<file path="config.mk">
export PLATFORM = sky130hd
export DESIGN_NAME = masked_ram_port_ctrl
export DESIGN_NICKNAME = d
export VERILOG_FILES = /design/src/rtl/masked_ram_pkg.sv /design/src/rtl/masked_ram_port_ctrl_resp_fifo.sv /design/src/rtl/masked_ram_port_ctrl.sv
export SDC_FILE = /design/constraint.sdc
export NUM_CORES = 1
export LEC_CHECK = 0
export BUFFER_PORTS_ARGS = -buffer_cell sky130_fd_sc_hd__buf_2
export CAP_MARGIN = 20
export CORE_AREA = 4 4 495 497
export DETAILED_ROUTE_END_ITERATION = 8
export DIE_AREA = 0 0 499 501
export GPL_TIMING_DRIVEN = 0
export SKIP_CTS_REPAIR_TIMING = 1
export SLEW_MARGIN = 5
export SYNTH_ARGS = -nofsm -noshare
export SYNTH_HDL_FRONTEND = slang
export SYNTH_SLANG_ARGS = --single-unit
</file>
<file path="constraint.sdc">
create_clock -name clock -period 27.6 [get_ports clock]
set_input_delay 2.76 -clock clock [delete_from_list [all_inputs] [get_ports clock]]
set_output_delay 2.76 -clock clock [all_outputs]
set_load 0.01 [all_outputs]
</file>
<file path="src/rtl/masked_ram_pkg.sv">
// Shared geometry and FSM encoding for the masked-write SRAM port controller.
package masked_ram_pkg;
   localparam int ADDR_W     = 6;
   localparam int LANES      = 16;
   localparam int LANE_W     = 19;
   localparam int DATA_W     = LANES * LANE_W;
   localparam int RESP_DEPTH = 3;

   typedef enum logic {
      ST_INIT = 1'b0,
      ST_RUN  = 1'b1
   } state_e;
endpackage

</file>
<file path="src/rtl/masked_ram_port_ctrl_resp_fifo.sv">
// Small synchronous FIFO holding captured read data until the consumer pops it.
module resp_fifo #(
   parameter int DEPTH = 3,
   parameter int WIDTH = 304,
   localparam int CNT_W = $clog2(DEPTH + 1),
   localparam int PTR_W = (DEPTH > 1) ? $clog2(DEPTH) : 1
) (
   input  logic             clock,
   input  logic             reset_n,
   input  logic             push,
   input  logic [WIDTH-1:0] push_data,
   input  logic             pop,
   output logic [WIDTH-1:0] pop_data,
   output logic [CNT_W-1:0] count,
   output logic             empty
);
   logic [WIDTH-1:0] store [DEPTH];
   logic [PTR_W-1:0] wptr_q, rptr_q;
   logic [CNT_W-1:0] count_q;
   logic             do_push, do_pop;

   // Depth need not be a power of two, so pointers wrap explicitly.
   function automatic logic [PTR_W-1:0] bump(input logic [PTR_W-1:0] p);
      return (p == PTR_W'(DEPTH - 1)) ? '0 : p + PTR_W'(1);
   endfunction

   assign empty   = (count_q == '0);
   assign count   = count_q;
   assign do_pop  = pop && !empty;
   assign do_push = push && ((count_q != CNT_W'(DEPTH)) || do_pop);

   always_ff @(posedge clock or negedge reset_n) begin
      if (!reset_n) begin
         wptr_q  <= '0;
         rptr_q  <= '0;
         count_q <= '0;
      end else begin
         if (do_push) wptr_q <= bump(wptr_q);
         if (do_pop)  rptr_q <= bump(rptr_q);
         case ({do_push, do_pop})
            2'b10:   count_q <= count_q + CNT_W'(1);
            2'b01:   count_q <= count_q - CNT_W'(1);
            default: count_q <= count_q;
         endcase
      end
   end

   always_ff @(posedge clock) begin
      if (do_push) store[wptr_q] <= push_data;
   end

   assign pop_data = store[rptr_q];
endmodule

</file>
<file path="src/rtl/masked_ram_port_ctrl.sv">
// Initiator-side controller for a 1R1W masked-write SRAM: zero-fill after reset,
// lane-masked write forwarding, and 1-cycle reads captured into a response FIFO.
module masked_ram_port_ctrl
   import masked_ram_pkg::*;
#(
   parameter int ADDR_W     = masked_ram_pkg::ADDR_W,
   parameter int LANES      = masked_ram_pkg::LANES,
   parameter int LANE_W     = masked_ram_pkg::LANE_W,
   parameter int RESP_DEPTH = masked_ram_pkg::RESP_DEPTH
) (
   input  logic                      clock,
   input  logic                      reset_n,
   output logic                      init_done,
   input  logic                      wr_valid,
   output logic                      wr_ready,
   input  logic [ADDR_W-1:0]         wr_addr,
   input  logic [LANES*LANE_W-1:0]   wr_data,
   input  logic [LANES-1:0]          wr_mask,
   input  logic                      rd_req_valid,
   output logic                      rd_req_ready,
   input  logic [ADDR_W-1:0]         rd_req_addr,
   output logic                      rd_resp_valid,
   input  logic                      rd_resp_ready,
   output logic [LANES*LANE_W-1:0]   rd_resp_data,
   output logic                      mem_w_en,
   output logic [ADDR_W-1:0]         mem_w_addr,
   output logic [LANES*LANE_W-1:0]   mem_w_data,
   output logic [LANES-1:0]          mem_w_mask,
   output logic                      mem_r_en,
   output logic [ADDR_W-1:0]         mem_r_addr,
   input  logic [LANES*LANE_W-1:0]   mem_r_data
);
   localparam int DEPTH = 2 ** ADDR_W;
   localparam int CNT_W = $clog2(RESP_DEPTH + 1);
   localparam int OCC_W = CNT_W + 1;

   state_e            state_q, state_d;
   logic [ADDR_W-1:0] init_ptr_q;
   logic              inflight_q;
   logic [CNT_W-1:0]  fifo_count;
   logic              fifo_empty;
   logic [OCC_W-1:0]  occ;

   // Occupancy counts the read already in the macro pipeline, so the FIFO can never overflow
   // and ready depends on registered state only.
   assign occ = {1'b0, fifo_count} + OCC_W'(inflight_q);

   always_ff @(posedge clock or negedge reset_n) begin
      if (!reset_n) begin
         state_q    <= ST_INIT;
         init_ptr_q <= '0;
         inflight_q <= 1'b0;
      end else begin
         state_q    <= state_d;
         init_ptr_q <= (state_q == ST_INIT) ? init_ptr_q + ADDR_W'(1) : '0;
         inflight_q <= mem_r_en;
      end
   end

   always_comb begin
      state_d      = state_q;
      init_done    = 1'b0;
      wr_ready     = 1'b0;
      rd_req_ready = 1'b0;
      mem_w_en     = 1'b0;
      mem_w_addr   = '0;
      mem_w_data   = '0;
      mem_w_mask   = '0;
      mem_r_en     = 1'b0;
      mem_r_addr   = '0;
      case (state_q)
         ST_INIT: begin
            // Gated by reset_n so the macro sees a quiet port while reset is held.
            mem_w_en   = reset_n;
            mem_w_addr = init_ptr_q;
            mem_w_mask = {LANES{reset_n}};
            if (init_ptr_q == ADDR_W'(DEPTH - 1)) state_d = ST_RUN;
         end
         ST_RUN: begin
            init_done    = 1'b1;
            wr_ready     = 1'b1;
            mem_w_en     = wr_valid;
            mem_w_addr   = wr_addr;
            mem_w_data   = wr_data;
            mem_w_mask   = wr_mask;
            rd_req_ready = (occ < OCC_W'(RESP_DEPTH));
            mem_r_en     = rd_req_valid && (occ < OCC_W'(RESP_DEPTH));
            mem_r_addr   = rd_req_addr;
         end
         default: state_d = ST_INIT;
      endcase
   end

   resp_fifo #(
      .DEPTH (RESP_DEPTH),
      .WIDTH (LANES * LANE_W)
   ) u_resp_fifo (
      .clock     (clock),
      .reset_n   (reset_n),
      .push      (inflight_q),
      .push_data (mem_r_data),
      .pop       (rd_resp_ready),
      .pop_data  (rd_resp_data),
      .count     (fifo_count),
      .empty     (fifo_empty)
   );

   assign rd_resp_valid = !fifo_empty;
endmodule
</file>
After elaboration in Yosys (flattened, before gate mapping)
Memory sizes are Yosys's and may differ from the RTL's.
Index checks and enable logic that the tools add are counted.
{"block": "word_totals", "mem_count": 1, "regBits": 14, "out_inout_bits": 642, "ramBits": 912}
{"block": "classes", "eq_ne": 6, "addsub": 6, "n_reduce_logical": 7, "bitwise": 1, "mux": 16, "order_cmp": 1}
{"name": "u_resp_fifo.store", "depth": 3, "width": 304, "read_ports": 1, "rd_clocked_by_memory_dff": 0, "write_ports": 1, "line": "masked_ram_port_ctrl_resp_fifo.sv:17", "source": "logic [WIDTH-1:0] store [DEPTH];"}
{"op": "two-way mux 304 bit", "count": 1}
{"op": "case mux 16 bit (2 select lines)", "count": 1}
{"op": "two-way mux 6 bit", "count": 2}
{"op": "case mux 6 bit (2 select lines)", "count": 1}
{"op": "two-way mux 1 bit", "count": 7}
{"op": "adder 2 x 1 -> 2 bit, second input constant", "count": 3}
{"op": "adder 6 x 1 -> 6 bit, second input constant", "count": 1}
{"op": "equality test 2 bit, second input constant", "count": 3}
{"op": "equality test 6 bit, second input constant", "count": 1}
{"op": "two-way mux 2 bit", "count": 2}
{"op": "case mux 2 bit (2 select lines)", "count": 1}
{"op": "adder 2 x 1 -> 3 bit", "count": 1}
{"op": "logical AND 1 bit", "count": 3}
{"op": "less-than comparator 3 x 2 -> 1 bit, second input constant", "count": 1}
{"op": "equality test 2 x 1 -> 1 bit, second input constant", "count": 1}
{"op": "zero test 2 bit", "count": 1}
{"op": "!= test 2 bit, second input constant", "count": 1}
{"op": "case mux 1 bit (2 select lines)", "count": 1}
{"op": "nonzero test 2 bit", "count": 1}
{"op": "subtractor 2 x 1 -> 2 bit, second input constant", "count": 1}
{"op": "zero test 1 bit", "count": 1}
{"op": "logical OR 1 bit", "count": 1}
{"op": "inverter 1 bit", "count": 1}

Longest topological paths before layout
{"block": "logic_depth", "word_depth": 7, "mapped_depth": 6}

Hierarchy
A second synthesis with hierarchy kept.
{"block": "hier_totals", "cells_unflattened": 2377, "hier_area_um2": 36736.5}
{"mod": "resp_fifo", "area_each_um2": 34010.1, "cells_per_inst": 1953, "n_inst": 1}
{"mod": "masked_ram_port_ctrl", "area_each_um2": 2726.4, "cells_per_inst": 424, "n_inst": 1}

Worst setup path before layout
OpenSTA, ideal clock, no wires.
{"block": "synth_path", "path_kind": "input port to flip-flop", "start": "input rd_resp_ready", "end": "memory u_resp_fifo.store[2][0], enable pin", "setup_ns": 1.404, "stages": 2, "arrival_ns": 24.743, "setup_slack_ns": 1.453, "t_required_ns": 26.196, "path_cell_list": "o21ai_2 > nor3b_1"}
{"block": "synth_between", "elab_chain_len": 5}
{"item": "start: declaration", "line": "masked_ram_port_ctrl.sv:23", "source": "input logic rd_resp_ready,"}
{"item": "logical AND 1 bit", "line": "masked_ram_port_ctrl_resp_fifo.sv:29", "source": "assign do_pop = pop && !empty;"}
{"item": "logical OR 1 bit", "line": "masked_ram_port_ctrl_resp_fifo.sv:30", "source": "assign do_push = push && ((count_q != CNT_W'(DEPTH)) || do_pop);"}
{"item": "logical AND 1 bit", "line": "masked_ram_port_ctrl_resp_fifo.sv:30"}
{"item": "two-way mux 1 bit", "line": "masked_ram_port_ctrl_resp_fifo.sv:49", "source": "if (do_push) store[wptr_q] <= push_data;"}
{"item": "two-way mux 1 bit (not written as such)", "line": "masked_ram_port_ctrl_resp_fifo.sv:49"}
{"item": "end: declaration", "line": "masked_ram_port_ctrl_resp_fifo.sv:17"}
No other way between the ends.

Final worst setup path
{"block": "layout_path", "start": "input reset_n", "end": "output mem_w_mask[8]"}
{"block": "layout_between", "elab_chain_len": 1}
{"item": "start: declaration", "line": "masked_ram_port_ctrl.sv:12", "source": "input logic reset_n,"}
{"item": "case mux 16 bit (2 select lines)", "line": "masked_ram_port_ctrl.sv:71", "source": "case (state_q)"}
{"item": "end: declaration", "line": "masked_ram_port_ctrl.sv:28", "source": "output logic [LANES-1:0] mem_w_mask,"}
No other way between the ends.

==> flow_summary.yaml <==
run_status:
  outcome: "complete, no violations"
run:
  max_cap_violations: 0
logic_synthesis:
  ys_types: 28
  ys_ff_latch: 926
  syn_area_per_cell_um2: 15.46
  synth_top_cells_by_area: "edfxtp_1 (75%), mux2i_1 (8.3%), and2_1 (5.3%), o21ai_1 (4.2%), nand2_1 (3.5%)"
  yosysTopAreaCell: "edfxtp_1"
  synth_top_area_share_pct: 74.54
  syn-num-nets: 3021
  ys_seq_area_share_pct: 75.49
  syn_area_um2: 36740
  synth_cells: 2376
  yosys_warnings: 0
worst_setup_path:
  reg2reg_slack_ps: 23620
  worstPathCellList: "buf_2 > nand2_1 > buf_2 > nand2_1 > buf_2"
  cp_slowest_cell: "nand2_1"
  critical_path_class: "in2out"
  rr_startpoint: "u_resp_fifo.count[0]"
  start_kind: "input port"
  ff2ff_path_depth: 13
  crit_required_ps: 24840
  endpoint_kind: "output pin"
  cpPeakStageDelay_ps: 400
  cp.arrival_ps: 4110
  reg2reg_to: "u_resp_fifo.store[2][229]"
  cp_max_fo: 16
  worstSetupStartpoint: "reset_n"
  path_common_cell: "buf_2"
sta:
  finalSetupViolations: 0
  period_minus_slack_ps: 6871
  post-route-period-util_pct: 24.90
  fin_skew_ps: 45.32
  rsz0062_at_grt: "no"
  tightest_slew_ps: 1010
  hold_violations: 0
  slew_headroom_pct: 32.65
  setup_tns_ps: 0
  fmax_mhz: 145.5
  slew_viol_final: 0
floorplan:
  rows: 180
  die_w_um: 499
  dieArea_um2: 250000
  coreArea_um2: 240300
  die_h_um: 501
  start_util_pct: 15.29
  ios: 1283
final_layout:
  fin_area_um2: 51840
  drive_above_1_share_pct: 41.42
  fill_cells: 25760
  area_delta_synth_final_pct: 41.09
  nets: 4493
detailed_routing:
  wl_per_cell_um: 30.76
  firstDrtPassIters: 5
  vias_per_cell: 3.746
  post-route-drc-count: 0
  ant_nets: 0
  wl_mm: 225.8
  num_vias: 27500
  initialDrtViolationCount: 1880
clock_network:
  cts_root_buffer: "clkbuf_16"
  htreeDepth: 3
  cts.reportedPaths.clkPinSlew_ps: 60
  clockBufferDepth: 3
  clkSinkCount: 926
  cts_buffers: 98
  clkLatencyLatePin_ps: 720
  cts_tree: "yes"
pwr:
  ir_drop_mv: 0.05286
  power_per_cell_area_nw_per_um2: 56.09
  power_leakage_nw: 18.92
global_route:
  track_usage_pct: 17.24
  antenna_found_initial: 185
  grt_max_degree: 28
  grt-ovfl-total: 0
  grt_pass1_wl_mm: 279.0
  grt_pass1_vias: 26670
hold_path:
  whs_path_depth: 1
  hold_class: "reg2reg"
  whs_endpoint: "init_ptr_q[0]"
  worstHoldStart: "init_ptr_q[0]"
placement:
  place_area_um2: 48130
  port_buffers: 1282
  place.gp.congestion: 1.026
  dp_hpwl_mm: 195.9
per-layer routing:
layer	vias to the layer above	track usage, %	wire (um)
met4	38	14.53	20790
met1	13580	14.99	67100
met5	-	0	246
li1	11910	-	-
met3	511	5.456	16820
met2	1466	31.98	120900
worst max-delay path by stage:
stage | to | depth (start not counted)
2_1_floorplan | u_resp_fifo.store[2][0] | 2
3_3_place_gp | u_resp_fifo.store[2][242] | 3
3_5_place_dp | mem_w_mask[6] | 5
4_1_cts | mem_w_mask[6] | 5
5_1_grt | mem_w_mask[13] | 5
6_report | mem_w_mask[8] | 5
power by group:
group          total [W]  switching, W  internal (W)
combinational  0.0000686     0.0000355     0.0000331
sequential       0.00154             0       0.00154
clock            0.00130      0.000565      0.000731
flip-flops by register name (all words and copies together), names as in the netlist:
| name | count |
|---|---|
| u_resp_fifo.rptr_q | 2 |
| u_resp_fifo.wptr_q | 2 |
| u_resp_fifo.count | 2 |
| state_q | 1 |
| inflight_q | 1 |
| u_resp_fifo.store | 912 |
| init_ptr_q | 6 |
placed cells by master, fill, tap and decap left out, types with 7 or more instances in the layout:
cell	count
bufinv_16	8
clkinvlp_4	7
buf_2	1350
mux2_1	7
clkbuf_1	50
buf_6	54
nand2_1	345
and2_1	311
edfxtp_1	912
buf_4	59
o21ai_1	306
diode_2	228
clkinv_1	22
dfrtp_1	14
clkinv_2	17
clkbuf_16	98
nor2_1	7
mux2i_1	304
buf_12	12
synthesized netlist by cell type, drive strengths merged:
cell,instances
nor2b,3
nor3b,2
nor4,1
dfrtp,14
nand2,345
inv,2
xor2,3
nor2,7
buf,107
o21bai,1
a21o,2
mux2i,304
clkbuf,35
and2,311
nand3,2
o21ai,307
xnor2,3
mux2,7
a211oi,1
ha,4
or2,1
edfxtp,912
nor3,2
final cells by class:
class,instances,area [um^2],area share (%)
Tap cell,3185,3985,7.687
Clock inverter,67,633.1,1.221
Clock buffer,113,2509,4.839
Sequential cell,926,27740,53.51
Inverter,2,7.507,0.01448
Antenna cell,228,570.5,1.101
Timing Repair Buffer,1372,7382,14.24
Multi-Input combinational cell,1306,8145,15.71
Buffer,142,869.6,1.677
worst max-delay path: cells and delay by family:
family / cells / cell delay, ps
buf+inv: 3 / 860
simple gates: 2 / 470
through the flow:
step	total power, W	hold WS (ps)	util [%]	cells	setup slack (ps)
6_report	0.002908	477.2	21.57	7341	20730
5_1_grt	0.003009	506.8	21.53	7301	20600
4_1_cts	0.002944	473.5	21.33	7113	20670
3_5_place_dp	0.001641	464.2	20.03	6933	20670
3_3_place_gp	0.001637	454.8	19.62	6843	-18440
2_1_floorplan	0.001575	438.8	-	2376	1453
kinds of logic (layout without fill, tap and decap cells):
family,after synthesis,count (layout),synth area share [%]
buffers and inverters,144,1696,2.387
AND/OR/NAND/NOR,674,674,9.072
flip-flops,926,926,75.49
other,0,228,0
multiplexers,311,311,8.497
XOR/XNOR,6,6,0.1431
adder cells (fa/ha/maj),4,4,0.1362
AO/OA/AOI/OAI,311,311,4.274
Note: power is estimated with default switching activity, not from simulation.
